$ cat src/rtl/mips_ctrl_pkg.sv
// Shared definitions for the multicycle MIPS control unit: state encoding,
// opcode/funct constants, ALU-op and mux-select encodings, the control
// vector carried from the output decoder to the top, and a retire helper.
package mips_ctrl_pkg;

    typedef enum logic [3:0] {
        S_FETCH    = 4'd0,
        S_DECODE   = 4'd1,
        S_MEM_ADDR = 4'd2,
        S_MEM_RD   = 4'd3,
        S_MEM_WB   = 4'd4,
        S_MEM_WR   = 4'd5,
        S_EXEC_R   = 4'd6,
        S_R_WB     = 4'd7,
        S_EXEC_I   = 4'd8,
        S_EXEC_ORI = 4'd9,
        S_I_WB     = 4'd10,
        S_BRANCH   = 4'd11,
        S_JUMP     = 4'd12,
        S_JR       = 4'd13,
        S_TRAP     = 4'd14,
        S_UNUSED   = 4'd15
    } state_t;

    localparam logic [5:0] OP_RTYPE = 6'd0;
    localparam logic [5:0] OP_J     = 6'd2;
    localparam logic [5:0] OP_BEQ   = 6'd4;
    localparam logic [5:0] OP_BNE   = 6'd5;
    localparam logic [5:0] OP_ADDI  = 6'd8;
    localparam logic [5:0] OP_ORI   = 6'd13;
    localparam logic [5:0] OP_LW    = 6'd35;
    localparam logic [5:0] OP_SW    = 6'd43;
    localparam logic [5:0] FUNCT_JR = 6'd8;

    localparam logic [2:0] ALU_ADD   = 3'b000;
    localparam logic [2:0] ALU_SUB   = 3'b001;
    localparam logic [2:0] ALU_FUNCT = 3'b010;
    localparam logic [2:0] ALU_OR    = 3'b011;

    localparam logic [1:0] PC_SRC_ALU    = 2'b00;
    localparam logic [1:0] PC_SRC_ALUOUT = 2'b01;
    localparam logic [1:0] PC_SRC_JUMP   = 2'b10;
    localparam logic [1:0] PC_SRC_RS     = 2'b11;

    localparam logic [1:0] SRC_B_RT      = 2'b00;
    localparam logic [1:0] SRC_B_FOUR    = 2'b01;
    localparam logic [1:0] SRC_B_IMM     = 2'b10;
    localparam logic [1:0] SRC_B_IMM_SH2 = 2'b11;

    typedef struct packed {
        logic       mem_read;
        logic       mem_write;
        logic       iord;
        logic       ir_write;
        logic       pc_write;
        logic       pc_write_cond;
        logic       branch_ne;
        logic [1:0] pc_src;
        logic       alu_src_a;
        logic [1:0] alu_src_b;
        logic [2:0] alu_op;
        logic       reg_dst;
        logic       mem_to_reg;
        logic       reg_write;
        logic       illegal;
    } ctrl_t;

    // True when the instruction completes on the edge that leaves this state.
    // MEM_WR only completes once memory accepts the write.
    function automatic logic retires(input state_t s, input logic mem_ready);
        logic r;
        case (s)
            S_MEM_WB, S_R_WB, S_I_WB,
            S_BRANCH, S_JUMP, S_JR:  r = 1'b1;
            S_MEM_WR:                r = mem_ready;
            default:                 r = 1'b0;
        endcase
        return r;
    endfunction

endpackage

$ cat src/rtl/mcu_output_decode.sv
// Combinational control-vector decode for the multicycle control unit.
// Ports: state (current FSM state), opcode (IR[31:26], selects beq/bne
// polarity), mem_ready (qualifies IR/PC load in FETCH), active (low forces
// every control to 0, used while reset is asserted), ctrl (control vector).
module mcu_output_decode
    import mips_ctrl_pkg::*;
(
    input  state_t     state,
    input  logic [5:0] opcode,
    input  logic       mem_ready,
    input  logic       active,
    output ctrl_t      ctrl
);

    // Moore decode of the state; only FETCH's IR/PC load looks at mem_ready.
    always_comb begin
        ctrl = '0;
        if (active) begin
            case (state)
                S_FETCH: begin
                    ctrl.mem_read  = 1'b1;
                    ctrl.alu_src_b = SRC_B_FOUR;
                    ctrl.alu_op    = ALU_ADD;
                    ctrl.pc_src    = PC_SRC_ALU;
                    if (mem_ready) begin
                        ctrl.ir_write = 1'b1;
                        ctrl.pc_write = 1'b1;
                    end else begin
                        ctrl.ir_write = 1'b0;
                        ctrl.pc_write = 1'b0;
                    end
                end
                S_DECODE: begin
                    // Speculative branch target PC+4+(imm<<2) into ALUOut.
                    ctrl.alu_src_b = SRC_B_IMM_SH2;
                    ctrl.alu_op    = ALU_ADD;
                end
                S_MEM_ADDR, S_EXEC_I: begin
                    ctrl.alu_src_a = 1'b1;
                    ctrl.alu_src_b = SRC_B_IMM;
                    ctrl.alu_op    = ALU_ADD;
                end
                S_EXEC_ORI: begin
                    ctrl.alu_src_a = 1'b1;
                    ctrl.alu_src_b = SRC_B_IMM;
                    ctrl.alu_op    = ALU_OR;
                end
                S_MEM_RD: begin
                    ctrl.mem_read = 1'b1;
                    ctrl.iord     = 1'b1;
                end
                S_MEM_WB: begin
                    ctrl.mem_to_reg = 1'b1;
                    ctrl.reg_write  = 1'b1;
                end
                S_MEM_WR: begin
                    ctrl.mem_write = 1'b1;
                    ctrl.iord      = 1'b1;
                end
                S_EXEC_R: begin
                    ctrl.alu_src_a = 1'b1;
                    ctrl.alu_src_b = SRC_B_RT;
                    ctrl.alu_op    = ALU_FUNCT;
                end
                S_R_WB: begin
                    ctrl.reg_dst   = 1'b1;
                    ctrl.reg_write = 1'b1;
                end
                S_I_WB: begin
                    ctrl.reg_write = 1'b1;
                end
                S_BRANCH: begin
                    ctrl.alu_src_a     = 1'b1;
                    ctrl.alu_src_b     = SRC_B_RT;
                    ctrl.alu_op        = ALU_SUB;
                    ctrl.pc_write_cond = 1'b1;
                    ctrl.pc_src        = PC_SRC_ALUOUT;
                    ctrl.branch_ne     = (opcode == OP_BNE);
                end
                S_JUMP: begin
                    ctrl.pc_write = 1'b1;
                    ctrl.pc_src   = PC_SRC_JUMP;
                end
                S_JR: begin
                    ctrl.pc_write = 1'b1;
                    ctrl.pc_src   = PC_SRC_RS;
                end
                S_TRAP: begin
                    ctrl.illegal = 1'b1;
                end
                default: begin
                    ctrl = '0;
                end
            endcase
        end else begin
            ctrl = '0;
        end
    end

endmodule

$ cat src/rtl/multicycle_control_unit.sv
// Multicycle MIPS control unit: sequences FETCH/DECODE/EXECUTE/MEM/WB,
// handshakes with a unified memory (mem_read/mem_write held until
// mem_ready), traps unsupported opcodes and counts retired instructions.
// Ports: clk, rst_n (async active-low), opcode/funct from IR, mem_ready;
// datapath controls (mem_read, mem_write, iord, ir_write, pc_write,
// pc_write_cond, branch_ne, pc_src, alu_src_a, alu_src_b, alu_op, reg_dst,
// mem_to_reg, reg_write), illegal pulse, instr_count, state_o (debug).
module multicycle_control_unit
    import mips_ctrl_pkg::*;
#(
    parameter int ALUOP_W = 3,
    parameter int CNT_W   = 32
) (
    input  logic               clk,
    input  logic               rst_n,
    input  logic [5:0]         opcode,
    input  logic [5:0]         funct,
    input  logic               mem_ready,
    output logic               mem_read,
    output logic               mem_write,
    output logic               iord,
    output logic               ir_write,
    output logic               pc_write,
    output logic               pc_write_cond,
    output logic               branch_ne,
    output logic [1:0]         pc_src,
    output logic               alu_src_a,
    output logic [1:0]         alu_src_b,
    output logic [ALUOP_W-1:0] alu_op,
    output logic               reg_dst,
    output logic               mem_to_reg,
    output logic               reg_write,
    output logic               illegal,
    output logic [CNT_W-1:0]   instr_count,
    output logic [3:0]         state_o
);

    state_t           state_r;
    state_t           state_next_s;
    logic [CNT_W-1:0] count_r;
    ctrl_t            ctrl_s;

    // State register.
    always_ff @(posedge clk or negedge rst_n) begin
        if (!rst_n) begin
            state_r <= S_FETCH;
        end else begin
            state_r <= state_next_s;
        end
    end

    // Next-state logic; memory states wait on mem_ready, others advance.
    always_comb begin
        state_next_s = state_r;
        case (state_r)
            S_FETCH: begin
                if (mem_ready) state_next_s = S_DECODE;
                else           state_next_s = S_FETCH;
            end
            S_DECODE: begin
                case (opcode)
                    OP_RTYPE: begin
                        if (funct == FUNCT_JR) state_next_s = S_JR;
                        else                   state_next_s = S_EXEC_R;
                    end
                    OP_LW, OP_SW:   state_next_s = S_MEM_ADDR;
                    OP_BEQ, OP_BNE: state_next_s = S_BRANCH;
                    OP_ADDI:        state_next_s = S_EXEC_I;
                    OP_ORI:         state_next_s = S_EXEC_ORI;
                    OP_J:           state_next_s = S_JUMP;
                    default:        state_next_s = S_TRAP;
                endcase
            end
            S_MEM_ADDR: begin
                if (opcode == OP_LW) state_next_s = S_MEM_RD;
                else                 state_next_s = S_MEM_WR;
            end
            S_MEM_RD: begin
                if (mem_ready) state_next_s = S_MEM_WB;
                else           state_next_s = S_MEM_RD;
            end
            S_MEM_WR: begin
                if (mem_ready) state_next_s = S_FETCH;
                else           state_next_s = S_MEM_WR;
            end
            S_EXEC_R:               state_next_s = S_R_WB;
            S_EXEC_I, S_EXEC_ORI:   state_next_s = S_I_WB;
            default:                state_next_s = S_FETCH;
        endcase
    end

    // Retired-instruction counter; wraps naturally at 2^CNT_W.
    always_ff @(posedge clk or negedge rst_n) begin
        if (!rst_n) begin
            count_r <= '0;
        end else if (retires(state_r, mem_ready)) begin
            count_r <= count_r + CNT_W'(1);
        end else begin
            count_r <= count_r;
        end
    end

    // rst_n gates the decoder so a pending request drops the instant reset hits.
    mcu_output_decode u_decode (
        .state     (state_r),
        .opcode    (opcode),
        .mem_ready (mem_ready),
        .active    (rst_n),
        .ctrl      (ctrl_s)
    );

    assign mem_read      = ctrl_s.mem_read;
    assign mem_write     = ctrl_s.mem_write;
    assign iord          = ctrl_s.iord;
    assign ir_write      = ctrl_s.ir_write;
    assign pc_write      = ctrl_s.pc_write;
    assign pc_write_cond = ctrl_s.pc_write_cond;
    assign branch_ne     = ctrl_s.branch_ne;
    assign pc_src        = ctrl_s.pc_src;
    assign alu_src_a     = ctrl_s.alu_src_a;
    assign alu_src_b     = ctrl_s.alu_src_b;
    assign alu_op        = ALUOP_W'(ctrl_s.alu_op);
    assign reg_dst       = ctrl_s.reg_dst;
    assign mem_to_reg    = ctrl_s.mem_to_reg;
    assign reg_write     = ctrl_s.reg_write;
    assign illegal       = ctrl_s.illegal;
    assign instr_count   = count_r;
    assign state_o       = state_r;

endmodule
$ cat config.mk
export PLATFORM = sky130hd
export DESIGN_NAME = multicycle_control_unit
export DESIGN_NICKNAME = d
export VERILOG_FILES = /design/src/rtl/mips_ctrl_pkg.sv /design/src/rtl/mcu_output_decode.sv /design/src/rtl/multicycle_control_unit.sv
export SDC_FILE = /design/constraint.sdc
export NUM_CORES = 1
export LEC_CHECK = 0
export CORE_AREA = 3 3 92 68
export CTS_CLUSTER_SIZE = 8
export DETAILED_ROUTE_END_ITERATION = 6
export DIE_AREA = 0 0 95 71
export PLACE_DENSITY = 0.75
export SYNTH_ARGS = -nofsm -noshare
export SYNTH_HDL_FRONTEND = slang
export SYNTH_HIERARCHICAL = 1
export SYNTH_SLANG_ARGS = --single-unit
$ cat constraint.sdc
create_clock -name clk -period 2 [get_ports clk]
set_input_delay 0.6 -clock clk [delete_from_list [all_inputs] [get_ports clk]]
set_output_delay 0.6 -clock clk [all_outputs]
set_load 0.05 [all_outputs]
==> flow_summary.json, run 1 <==
{
  "yosysMostFrequentCell": "dfrtp_1",
  "max-vdd-ir-drop_mv": 1.036,
  "grt_util_all_layers_pct": 19.21,
  "setup_viol": 23,
  "h-tree-depth": 2,
  "dr_total_vias": 2212,
  "rows": 23,
  "layout-drive-gt1-share_pct": 51.69,
  "dieWidth_um": 95,
  "cts_root_buffer": "clkbuf_8",
  "syn_inst": 238,
  "first_pass_iters": 5,
  "synthArstFlopShare_pct": 100.0,
  "io_buffer_count": 68,
  "finalCriticalPeriod_ns": 2.167,
  "cts_buffer_depth": 2,
  "ys_top_cells_by_count": "36 x dfrtp_1, 20 x nor2_1, 19 x xor2_1, 17 x nand2_1",
  "syn_to_final_growth_pct": 74.33,
  "first_iter_violations": 204,
  "drv_slew": 0,
  "p_per_area_nw_per_um2": 1090,
  "start_kind": "input pin",
  "hold_viol_final": 0,
  "max_freq_mhz": 461.5,
  "synth_top_area_share_pct": 39.58,
  "antenna_found_initial": 0,
  "ys.flop_type": "dfrtp_1",
  "initial_core_util_pct": 40.98,
  "cts_tree": "done",
  "fin_nets": 370,
  "synth-edff-count": 0,
  "synth_seq_cells": 36,
  "power.leakage_nw": 1.923,
  "cp_data_arrival_time_ns": 1.57,
  "cp-end-kind": "primary output",
  "clock_skew_ns": 0.006904,
  "placed_area_um2": 3580,
  "postCtsHoldBufs": 0,
  "grt_pass1_wl_um": 10250,
  "seqPwrFrac_pct": 23.5,
  "clk_pin_slew_ns": 0.07,
  "p_clk_share_pct": 12.7,
  "via_per_inst": 5.156,
  "hold_class": "input pin to asynchronous set/reset pin",
  "yosys_warnings": 6,
  "grt_max_degree": 20,
  "swShare_pct": 43.63,
  "postLayoutCellArea_um2": 3968,
  "grt_pass1_vias": 2090,
  "io_pins": 70,
  "numCtsBuffers": 5,
  "wl_um": 6478,
  "drv_cap": 0,
  "grt_overflow": 0,
  "setup_ws_ns": -0.1667,
  "synth_nets": 254,
  "die_area_um2": 6745,
  "syn_area_um2": 2276,
  "min_period_over_period_pct": 108.3,
  "synth_top_area_cell": "dfrtp_1",
  "insertedDiodeCount": 0,
  "synth.area.top_cells": "dfrtp_1 40%, xor2_1 7.3%, xnor2_1 5.4%",
  "crit_type": "input pin to primary output",
  "power.internal_w": 0.002438,
  "rsz0062_at_grt": "true",
  "num-fill-cells": 362,
  "drc": 0,
  "status": "finished, violations left",
  "avgSynthCellArea_um2": 9.563,
  "clkLatencyLatePin_ns": 0.28,
  "hpwl_um": 4576,
  "ys_seq_area_share_pct": 39.58,
  "power_frac_comb_pct": 63.8,
  "ys_types": 56,
  "cp_max_fo": 2,
  "violations": "negative setup slack",
  "cp.required_ns": 1.40,
  "cts.sinks": 36,
  "gp_congestion": 0.8218,
  "wl_per_cell_um": 15.10,
  "dp_slack_ns": -0.4453,
  "die_h_um": 71,
  "ant_nets": 0,
  "core-area_um2": 5554,
  "p_sw_w": 0.001887
}
==> critical path, cell delays in order <==
cell           delay (ns)
dlygate4sd2_1        0.26
buf_6                0.12
and3b_2              0.20
or2_4                0.24
buf_12               0.15
==> area by class of cell <==
type	instances	area (um^2)	area share [%]
clock buffers	7	96.34	2.428
well taps	75	93.84	2.365
repair buffers	119	1294	32.61
flip-flops and latches	36	920.9	23.21
multi-input cells	183	1529	38.54
inverters	9	33.78	0.8515
==> cell families after synthesis <==
logic type | after synthesis | synth area share, %
AOI/OAI and AO/OA | 29 | 8.192
xor gates and xnor gates | 33 | 12.70
adders and majority gates | 1 | 0.5497
buffers and inverters | 19 | 5.387
DFF | 36 | 39.58
muxes | 2 | 0.9346
other | 1 | 0.1648
and+or+nand+nor | 117 | 32.49
==> cell usage in the layout (no fill, tap or decap), drive strengths merged, types with 2 or more instances in the layout <==
| cell type | synthesis | routed |
|---|---|---|
| dfrtp | 36 | 36 |
| inv | 9 | 9 |
| and2 | 3 | 3 |
| clkdlybuf4s15 | 0 | 2 |
| a21oi | 4 | 4 |
| dlygate4sd2 | 0 | 3 |
| nor4b | 4 | 4 |
| nand2 | 17 | 17 |
| o21a | 3 | 3 |
| nand4 | 5 | 5 |
| xor2 | 19 | 19 |
| nor4 | 4 | 4 |
| clkbuf | 4 | 7 |
| nor3 | 19 | 19 |
| and3 | 10 | 10 |
| o22ai | 3 | 3 |
| o21ai | 11 | 11 |
| nor2 | 20 | 20 |
| and4 | 4 | 4 |
| nand3 | 14 | 14 |
| buf | 6 | 106 |
| nand2b | 6 | 6 |
| or4 | 2 | 2 |
| clkdlybuf4s50 | 0 | 8 |
| xnor2 | 14 | 14 |
==> metal layers <==
metal | GRT usage (%) | vias up | part of all wire (%)
met4 | 3.360 | 0 | 0.51
met2 | 29.38 | 74 | 48
met5 | 0 | - | 0
met1 | 27.88 | 1054 | 45
met3 | 4.995 | 7 | 7.2
li1 | - | 1077 | -
==> what timing repair did <==
action	CTS	global route
resized for setup	32	10
pin swaps	16	7
setup buffers	14	2
setup endpoints to repair	40	41
hold endpoints to repair	0	0
gates cloned	1	1
==> sequential cells by signal (all words and copies together), names as in the netlist <==
signal and count:
instr_count 32, state_o 4
==> worst paths after layout <==
check | start | endpoint | slack, ns | cells after the start
worst min-delay path | rst_n | state_o[0] | 0.30 | 2
max in group asynchronous | rst_n | instr_count[2] | 1.40 | 2
worst max-delay path | mem_ready | pc_write | -0.17 | 5
worst min register to register | instr_count[31] | instr_count[31] | 0.48 | 1
worst max register to register | state_o[1] | instr_count[28] | -0.07 | 8
min in group clk | instr_count[31] | instr_count[31] | 0.48 | 1
==> per-stage QoR <==
| step | utilization, % | TNS [ns] | total power (W) | hold WS, ns | std cells |
|---|---|---|---|---|---|
| after floorplan | - | -2.783 | 0.002484 | 0.3044 | 238 |
| after global placement | 64.45 | -9.920 | 0.003414 | 0.4614 | 404 |
| after detailed placement | 64.45 | -11.07 | 0.003457 | 0.4754 | 404 |
| after CTS | 70.42 | -1.836 | 0.004283 | 0.2864 | 426 |
| after global routing | 71.44 | -4.103 | 0.004539 | 0.3044 | 429 |
| final | 71.44 | -1.941 | 0.004324 | 0.2970 | 429 |
==> power groups by stage <==
stage                     clock network, W  logic [W]  registers, W
after floorplan                          0    0.00116       0.00133
after global placement                   0    0.00237       0.00105
after detailed placement                 0    0.00240       0.00105
after CTS                         0.000563    0.00271       0.00101
after global routing              0.000593    0.00291       0.00104
final                             0.000548    0.00276       0.00102
No activity file was read; power rests on OpenSTA's default activity.
==> run 2: changes to the inputs <==
CORE_AREA = 3 3 89 66   (was 3 3 92 68)
DIE_AREA = 0 0 92 69   (was 0 0 95 71)
PLACE_DENSITY = 0.76   (was 0.75)
SYNTH_HIERARCHICAL = not set   (was 1)
TNS_END_PERCENT = 100   (was not set)
==> run 2 against run 1 <==
Against the previous run: the run still ends with negative setup slack left; utilization up 1.9 points; critical path depth fell by 1; global-route usage grew 0.75 points; first-iteration DRC count decreased by 2.9%; die area is 5.9% lower.
==> flow_summary.json, run 2 <==
{
  "status": "finished, violations left",
  "violations": "negative setup slack",
  "num-fill-cells": 366,
  "cp.required_ns": 1.40,
  "io_pins": 70,
  "synth_seq_cells": 36,
  "initial_core_util_pct": 41.47,
  "whs_ns": 0.4321,
  "h-tree-depth": 2,
  "insertedDiodeCount": 0,
  "finalPower_w": 0.004311,
  "ant_nets": 0,
  "syn_to_final_growth_pct": 76.78,
  "drv_cap": 0,
  "crit_family": "flip-flops",
  "fin_nets": 362,
  "clock_skew_ns": 0.005200,
  "first_pass_iters": 4,
  "finalCriticalPeriod_ns": 2.225,
  "drv_slew": 0,
  "die_area_um2": 6348,
  "instances_no_fill": 419,
  "gp_congestion": 0.8155,
  "path_cells": "buf_4 > xor2_1 > and4b_2 > buf_12",
  "antenna_found_initial": 0,
  "io_buffer_count": 68,
  "wl_per_cell_um": 15.41,
  "max-vdd-ir-drop_mv": 0.9747,
  "setup_ws_ns": -0.2254,
  "cts_tree": "done",
  "dr_total_vias": 2167,
  "first_iter_violations": 198,
  "synth_nets": 248,
  "largest_reg_flops": 32,
  "clkLatencyLatePin_ns": 0.29,
  "cp_data_arrival_time_ns": 1.63,
  "grt_util_all_layers_pct": 19.96,
  "core-area_um2": 5120,
  "yosysMostFrequentCell": "dfrtp_1",
  "ys.flop_type": "dfrtp_1",
  "setup_viol": 15,
  "ys_types": 48,
  "grt_max_degree": 38,
  "cts.sinks": 36,
  "via_per_inst": 5.172,
  "hold_class": "input pin to asynchronous set/reset pin",
  "avgSynthCellArea_um2": 9.152,
  "drc": 0,
  "layout-drive-gt1-share_pct": 46.11,
  "crit_slowest_cell": "dfrtp_2",
  "cp_slowest_stage_delay_ns": 0.47,
  "cp_max_fo": 6,
  "power.leakage_nw": 1.701,
  "start_kind": "flip-flop",
  "postCtsHoldBufs": 0,
  "max_freq_mhz": 449.4,
  "min_period_over_period_pct": 111.3,
  "ys_top_cells_by_count": "36 x dfrtp_1, 25 x nor2_1, 19 x xnor2_1, 16 x nor3_1",
  "ys_seq_area_share_pct": 42.43,
  "yosys_warnings": 0,
  "wl_um": 6458,
  "synth_top_area_share_pct": 42.43,
  "setup-tns-final_ns": -1.458,
  "syn_area_um2": 2123,
  "p_per_area_nw_per_um2": 1149,
  "crit_type": "flip-flop to primary output",
  "die_h_um": 69,
  "path_buf_inv": 2,
  "final_common_cell": "buf_4",
  "grt_pass1_vias": 2065,
  "dieWidth_um": 92,
  "cp-end-kind": "primary output",
  "grt_overflow": 0,
  "syn_inst": 232,
  "final_cell_mix": "71 x buf_4, 30 x dfrtp_1, 24 x buf_12, 19 x xnor2_1, 16 x nor2_1",
  "cts_buffer_depth": 2,
  "synthArstFlopShare_pct": 100.0,
  "rsz0062_at_grt": "true",
  "clk_pin_slew_ns": 0.07,
  "synth.area.top_cells": "dfrtp_1 42%, xnor2_1 7.8%, xor2_1 5.8%",
  "cts_root_buffer": "clkbuf_8",
  "grt_pass1_wl_um": 10350,
  "hold_viol_final": 0,
  "synth_top_area_cell": "dfrtp_1",
  "rows": 22,
  "hpwl_um": 4567,
  "dp.cells": 396,
  "synth-edff-count": 0,
  "numCtsBuffers": 5
}
## run 2: cell types whose count changed after synthesis, sizes merged, moves of 3 or more
cell,delta
nand4,+7
o21ai,-7
nor2,+5
xnor2,+5
xor2,-5
a21oi,+4
and3,-3
nand2,-3
nor3,-3
nor4b,-3
## run 2: cell type report
| type | count | area [um^2] | share of cell area (%) |
|---|---|---|---|
| clock buffers | 6 | 72.57 | 1.933 |
| clock inverters | 2 | 35.03 | 0.9333 |
| inverters | 7 | 38.79 | 1.033 |
| multi-input cells | 179 | 1378 | 36.70 |
| flip-flops and latches | 36 | 908.4 | 24.20 |
| well taps | 72 | 90.09 | 2.400 |
| repair buffers | 117 | 1231 | 32.80 |
## run 2: worst register-to-register path, stage by stage (launching register included)
cell	delay (ns)
dfrtp_2	0.50
or3b_1	0.38
a221o_2	0.44
nand2_2	0.10
buf_12	0.13
nor3_1	0.07
xor2_1	0.16
## run 2: cell families (layout without fill, tap and decap cells)
group / count (synthesis) / count (layout) / synth area share, %
AOI/OAI and AO/OA: 23 / 23 / 7.013
other: 1 / 1 / 0.1766
xor gates and xnor gates: 33 / 33 / 13.61
buffers and inverters: 17 / 132 / 3.477
muxes: 2 / 2 / 1.002
DFF: 36 / 36 / 42.43
adders and majority gates: 2 / 2 / 1.061
and+or+nand+nor: 118 / 118 / 31.23
## run 2: path summary, 6_finish.rpt
path,from,end,slack [ns],cells past startpoint
worst max-delay path,state_o[2],iord,-0.23,4
worst min-delay path,rst_n,instr_count[2],0.43,2
worst max register to register,state_o[0],instr_count[22],0.11,6
worst min register to register,instr_count[31],instr_count[31],0.49,1
max in group asynchronous,rst_n,state_o[1],1.30,2
min in group clk,instr_count[31],instr_count[31],0.49,1
## run 2: power breakdown
part,switching (W),internal (W),leakage (nW)
clock network,0.000252,0.000370,0.0552
registers,0.000146,0.000833,0.459
logic,0.00149,0.00122,1.19
## run 2: through the flow
stage	util, %	setup slack, ns	cell area, um^2
final	73.31	-0.2254	3754
after global routing	73.31	-0.2999	3754
after CTS	72.26	-0.1616	3700
after detailed placement	65.88	-0.4158	3373
after global placement	65.88	-0.3862	3373
after floorplan	-	-0.3675	2272
## run 2: per-layer routing
metal / global-route usage, % / part of all wire, % / up-vias
li1: - / - / 1051
met1: 29.66 / 46 / 1026
met2: 29.69 / 46 / 86
met3: 4.362 / 7.3 / 4
met4: 4.613 / 0.59 / 0
met5: 0 / 0 / -
## run 2: what timing repair did
action	4_1_cts	5_1_grt
resized for setup	34	12
buffers inserted	15	1
setup endpoints to repair	37	29
gates cloned	0	0
pin swaps	12	8
